--- config.mk ---
export PLATFORM = sky130hd
export DESIGN_NAME = pe_array_feeder
export DESIGN_NICKNAME = d
export VERILOG_FILES = /design/src/rtl/pe_array_pkg.sv /design/src/rtl/pe_array_feeder_row.sv /design/src/rtl/pe_array_feeder.sv
export SDC_FILE = /design/constraint.sdc
export NUM_CORES = 1
export LEC_CHECK = 0
export ABC_AREA = 1
export CORE_MARGIN = 2
export CORE_UTILIZATION = 51
export DETAILED_ROUTE_END_ITERATION = 10
export PLACE_DENSITY = 0.76
export SLEW_MARGIN = 25
export SYNTH_ARGS = -nofsm -noshare
export SYNTH_HDL_FRONTEND = slang
export SYNTH_SLANG_ARGS = --single-unit
--- constraint.sdc ---
create_clock -name i_clk -period 1.94 [get_ports i_clk]
set_clock_uncertainty 0.15 [all_clocks]
set_input_delay 0.291 -clock i_clk [delete_from_list [all_inputs] [get_ports i_clk]]
set_output_delay 0.291 -clock i_clk [all_outputs]
set_load 0.05 [all_outputs]
--- src/rtl/pe_array_pkg.sv ---
// pe_array_pkg: shared message format, field indices and row FSM state for pe_array_feeder
// No ports. Message layout is {is_flush, is_weight, data}. The packed typedef and the
// index constants describe the default 8-bit build; modules derive their own widths
// from msg_width().
package pe_array_pkg;
  localparam int DEF_BIT_WIDTH = 8;
  function automatic int msg_width(input int bit_width);
    return bit_width + 2;
  endfunction
  localparam int FLUSH_BIT = msg_width(DEF_BIT_WIDTH) - 1;
  localparam int WEIGHT_BIT = msg_width(DEF_BIT_WIDTH) - 2;
  typedef struct packed {
    logic is_flush;
    logic is_weight;
    logic [DEF_BIT_WIDTH-1:0] data;
  } pe_msg_t;
  typedef enum logic {SEND, FLUSH} row_state_t;
endpackage

--- src/rtl/pe_array_feeder_row.sv ---
// pe_array_feeder_row: one row FIFO plus SEND/FLUSH message FSM for a single PE row
// Ports: i_clk, i_rst (sync, active-high); push/push_data/push_weight/push_last write one
// entry; full reports a full FIFO; msg/val/rdy form the row's outgoing message port.
module pe_array_feeder_row import pe_array_pkg::*; #(
  parameter int BIT_WIDTH = 8,
  parameter int FIFO_DEPTH = 4,
  localparam int MSG_WIDTH = msg_width(BIT_WIDTH)
) (
  input  logic                 i_clk,
  input  logic                 i_rst,
  input  logic                 push,
  input  logic [BIT_WIDTH-1:0] push_data,
  input  logic                 push_weight,
  input  logic                 push_last,
  output logic                 full,
  output logic [MSG_WIDTH-1:0] msg,
  output logic                 val,
  input  logic                 rdy
);
  localparam int AW = $clog2(FIFO_DEPTH);
  logic [MSG_WIDTH-1:0] mem [FIFO_DEPTH];
  logic [AW-1:0] wp, rp;
  logic [AW:0] cnt;
  logic [MSG_WIDTH-1:0] head;
  logic pop, flush_done;
  row_state_t state;
  // Storage keeps the "ends block" marker in the top bit; it never reaches the output.
  assign head = mem[rp];
  assign full = cnt == (AW+1)'(FIFO_DEPTH);
  assign val = state == FLUSH || cnt != '0;
  assign msg = state == FLUSH ? {1'b1, {(MSG_WIDTH-1){1'b0}}}
             : cnt != '0 ? {1'b0, head[MSG_WIDTH-2:0]} : '0;
  assign pop = state == SEND && cnt != '0 && rdy;
  assign flush_done = state == FLUSH && rdy;
  always_ff @(posedge i_clk) begin
    if (i_rst) begin
      wp <= '0;
      rp <= '0;
      cnt <= '0;
      state <= SEND;
    end else begin
      if (push) begin
        mem[wp] <= {push_last && !push_weight, push_weight, push_data};
        wp <= wp + AW'(1);
      end
      if (pop) rp <= rp + AW'(1);
      cnt <= cnt + (AW+1)'(push) - (AW+1)'(pop);
      state <= pop && head[MSG_WIDTH-1] ? FLUSH : flush_done ? SEND : state;
    end
  end
endmodule

--- src/rtl/pe_array_feeder.sv ---
// pe_array_feeder: fans row-vectors out into per-row FIFOs and drives each PE row's val/rdy port
// Ports: i_clk, i_rst (sync, active-high); i_vec_recv_* is the shared vector input with
// o_vec_recv_rdy; o_msg_send_msg/o_msg_send_val/i_msg_send_rdy are the per-row message ports.
// Optional PE_ARRAY_FEEDER_STATS_EN adds saturating o_stat_vec_count and o_stat_flush_count.
module pe_array_feeder import pe_array_pkg::*; #(
  parameter int NUM_ROWS = 2,
  parameter int BIT_WIDTH = 8,
  parameter int FIFO_DEPTH = 4,
  localparam int MSG_WIDTH = msg_width(BIT_WIDTH)
) (
  input  logic                 i_clk,
  input  logic                 i_rst,
  input  logic [BIT_WIDTH-1:0] i_vec_recv_data [NUM_ROWS],
  input  logic                 i_vec_recv_is_weight,
  input  logic                 i_vec_recv_last,
  input  logic                 i_vec_recv_val,
  output logic                 o_vec_recv_rdy,
  output logic [MSG_WIDTH-1:0] o_msg_send_msg [NUM_ROWS],
  output logic [NUM_ROWS-1:0]  o_msg_send_val,
  input  logic [NUM_ROWS-1:0]  i_msg_send_rdy
`ifdef PE_ARRAY_FEEDER_STATS_EN
  ,
  output logic [31:0]          o_stat_vec_count,
  output logic [31:0]          o_stat_flush_count
`endif
);
  logic [NUM_ROWS-1:0] full;
  logic push;
  // A vector is accepted only when every row can take its element, so rows never split a vector.
  assign o_vec_recv_rdy = !i_rst && full == '0;
  assign push = i_vec_recv_val && o_vec_recv_rdy;
  for (genvar r = 0; r < NUM_ROWS; r++) begin : g_row
    pe_array_feeder_row #(.BIT_WIDTH(BIT_WIDTH), .FIFO_DEPTH(FIFO_DEPTH)) u_row (
      .i_clk(i_clk),
      .i_rst(i_rst),
      .push(push),
      .push_data(i_vec_recv_data[r]),
      .push_weight(i_vec_recv_is_weight),
      .push_last(i_vec_recv_last),
      .full(full[r]),
      .msg(o_msg_send_msg[r]),
      .val(o_msg_send_val[r]),
      .rdy(i_msg_send_rdy[r])
    );
  end
`ifdef PE_ARRAY_FEEDER_STATS_EN
  logic [32:0] flush_sum;
  always_comb begin
    flush_sum = {1'b0, o_stat_flush_count};
    for (int i = 0; i < NUM_ROWS; i++)
      flush_sum = flush_sum + 33'(o_msg_send_val[i] && i_msg_send_rdy[i] && o_msg_send_msg[i][MSG_WIDTH-1]);
  end
  always_ff @(posedge i_clk) begin
    if (i_rst) begin
      o_stat_vec_count <= '0;
      o_stat_flush_count <= '0;
    end else begin
      if (push && o_stat_vec_count != '1) o_stat_vec_count <= o_stat_vec_count + 32'd1;
      o_stat_flush_count <= flush_sum[32] ? '1 : flush_sum[31:0];
    end
  end
`endif
endmodule

==> flow_summary_export.csv <==
group,metric,value,unit
global_routing,overflow,0,
outcome,violations,"negative setup slack",
yosys,synth-edff-count,80,
route,routed_wirelength,8500,um
global_routing,track_usage,0.197,
floorplan,die_w,95.6,um
setup_path,crit_chain,"buf_8 > nor2_1 > nor2_1 > o21ai_1 > a21oi_1 > buf_4",
setup_path,reg2reg_slack,0.01,ns
setup_path,cp_slowest_cell,"dfxtp_4",
placed_design,dp_hpwl,5570,um
clock_network,cts.sinks,100,
global_routing,antenna_found_initial,0,
clock_network,cts_root_buffer,"clkbuf_8",
outcome,outcome,"finished, violations left",
route,drt_first_iter_violations,207,
setup_path,reg2reg_from,"g_row[1].u_row.cnt[1]$_SDFF_PP0_",
global_routing,grt_max_degree,18,
floorplan,row_count,33,
clock_network,clock_path_buffers,2,
yosys,ys_types,26,
yosys,ys_dominant_reg_cell,"edfxtp_1",
yosys,ys.warnings.count,0,
layout,final_common_cell,"nor2_1",
yosys,ys_seq_area_frac,0.656,
layout,drive_gt1_frac,0.297,
route,firstDrtPassIters,4,
setup_path,critPathBufInv,2,
setup_path,critPathTopFamily,"flip-flops",
route,via_per_inst,5.00,
setup_path,cp_data_arrival_time,1.53,ns
route,vias,2914,
yosys,ys_async_sr_fraction,0,
power_and_ir_drop,p_leak,2.11,nW
setup_path,critPathLaunchType,"flop",
floorplan,start_util,0.523,
placed_design,place_congestion,0.757,
layout,area_growth,28.6,%
placed_design,portBuffers,45,
timing,fin_ws,-0.0313,ns
clock_network,cts_tree,"built",
hold_path,whs_path_depth,2,
route,wl_per_cell,14.6,um
layout,final_cell_mix,"86 x nor2_1, 80 x edfxtp_1, 49 x buf_4",
setup_path,required,1.50,ns
placed_design,dp.cells,557,
floorplan,dieHeight,95.6,um
floorplan,core,0.00818,sq mm
setup_path,critPathCaptureType,"output pin",
route,drc,0,
power_and_ir_drop,irDropWorstVdd,1550,uV
setup_path,crit_type,"flop to output pin",
timing,period_share,1.02,
floorplan,io_pins,46,
global_routing,grt_pass1_wl,13400,um
yosys,syn_inst,388,
clock_network,path_clk_slew,0.08,ns
clock_network,htree_levels,3,
layout,nets,509,
yosys,synth_seq_cells,100,
global_routing,grt_pass1_vias,2838,
hold_path,min_from,"g_row[0].u_row.rp[1]$_SDFFE_PP0P_",
setup_path,r2r-end,"g_row[1].u_row.cnt[1]$_SDFF_PP0_",
hold_path,whs_endpoint,"g_row[0].u_row.rp[1]$_SDFFE_PP0P_",
timing,hold_violations,0,
yosys,synth_nets,424,
hold_path,hold_class,"flop to flop",
power_and_ir_drop,p_per_area,1450,mW/mm^2
timing,drv_slew,0,
timing,setup-violations-final,8,
timing,timing.fmax,0.507,GHz
power_and_ir_drop,finalPower,7.97,mW
setup_path,reg2reg_depth,10,
yosys,synth.avg_cell_area,11.0,sq um
layout,final_cells,583,
yosys,syn-cell-area,0.00428,sq mm
timing,rsz0062_at_grt,"true",
timing,tightest_slew,0.491,ns
setup_path,critical_path.max_fanout,13,
layout,antenna_cells,0,
timing,min_period,1.97,ns
route,ant_nets,0,
floorplan,die-area,0.00913,sq mm
clock_network,cts-buffers-inserted,9,
clock_network,clkLatencyLatePin,0.36,ns
clock_network,hold_buffers,0,
setup_path,critPathMaxStageDelay,0.42,ns
timing,max-slew-margin-rel,0.672,
run,drv_cap,0,
layout,final_util,0.672,
setup_path,crit_top_cell,"nor2_1",
==> sequential cells by signal (all words and copies together), names as in the netlist, named ones only <==
signal	flops
g_row.u_row.mem	80
g_row.u_row.cnt	6
g_row.u_row.state	2
g_row.u_row.wp	4
g_row.u_row.rp	4
==> kinds of logic (layout without fill, tap and decap cells) <==
logic type                 after synthesis  after routing  synth area share
AOI/OAI and AO/OA                       63             63            0.0737
DFF                                    100            100             0.656
buffers and inverters                   59            149            0.0588
and+or+nand+nor                        147            147             0.158
xor gates and xnor gates                 6              6            0.0123
adders and majority gates               13             13            0.0416
==> where the power goes <==
part	total (mW)	switching (mW)	leakage (nW)	internal, mW
logic	4.02	2.55	1.14	1.46
registers	2.76	0.190	0.894	2.57
clock network	1.19	0.715	0.0808	0.478
total	7.97	3.46	2.11	4.51
==> cell type report <==
cell class              count  area (sq um)
well taps                 105           131
fillers                   604          2680
repair inverters            3          20.0
inverters                  44           188
clock buffers              10           128
repair buffers             86           831
multi-input cells         229          1330
flip-flops and latches    100          2820
clock inverters             6          47.5
==> what timing repair did <==
action / 4_1_cts / 5_1_grt
setup buffers: 1 / 6
gates resized for setup: 49 / 41
gates cloned: 2 / 1
pin swaps: 4 / 7
endpoints found under the setup margin: 21 / 22
==> worst max path at each step <==
stage | start | endpoint | cells after the start
after floorplan | g_row[0].u_row.cnt[0]$_SDFF_PP0_ | g_row[0].u_row.cnt[2]$_SDFF_PP0_ | 11
after global placement | i_rst | g_row[0].u_row.cnt[2]$_SDFF_PP0_ | 11
after detailed placement | i_rst | g_row[0].u_row.cnt[2]$_SDFF_PP0_ | 11
after CTS | flop | o_msg_send_msg[0] | 4
after global routing | flop | o_msg_send_msg[18] | 5
final | flop | o_msg_send_msg[1] | 6
==> through the flow <==
stage / area (sq um) / TNS (ns) / hold slack (ns) / setup slack [ns]
floorplan: 4280 / 0 / 0.210 / 0.00782
global placement: 5060 / -3.44 / 0.335 / -0.249
detailed placement: 5060 / -6.68 / 0.348 / -0.322
CTS: 5360 / -0.348 / 0.355 / -0.0478
global route: 5500 / -1.78 / 0.386 / -0.142
finish: 5500 / -0.0971 / 0.367 / -0.0313
==> worst reg2reg max path: stages, from the launching register on <==
cell and delay (ns):
dfxtp_4 0.38, nor2_4 0.10, nand2_2 0.07, nand3_2 0.07
inv_2 0.05, ha_4 0.25, inv_2 0.04, ha_4 0.14
fa_2 0.52, inv_2 0.03, nor2_2 0.06
==> Yosys cell counts, types with 3 or more instances <==
library cell,count,share of area
inv_2,4,0.0035
buf_4,4,0.0070
nand3_4,3,0.012
nand2_1,31,0.027
clkbuf_1,5,0.0044
a21oi_1,26,0.030
nor2_1,89,0.078
edfxtp_1,80,0.56
dfxtp_1,20,0.094
nand3_1,3,0.0035
ha_1,11,0.032
o21ai_0,37,0.043
inv_1,36,0.032
buf_2,6,0.0070
xor2_1,6,0.012
nand4_1,5,0.0073
nor2_2,9,0.013
==> layer usage <==
layer | share of wire | GRT usage | up-vias | wire (um)
met5 | 0 | 0 | - | 0
met4 | 0.016 | 0.0750 | 0 | 132
met3 | 0.042 | 0.0427 | 13 | 360
met2 | 0.51 | 0.326 | 59 | 4350
met1 | 0.43 | 0.255 | 1379 | 3660
li1 | - | - | 1463 | -
No activity file was read; power rests on OpenSTA's default activity.
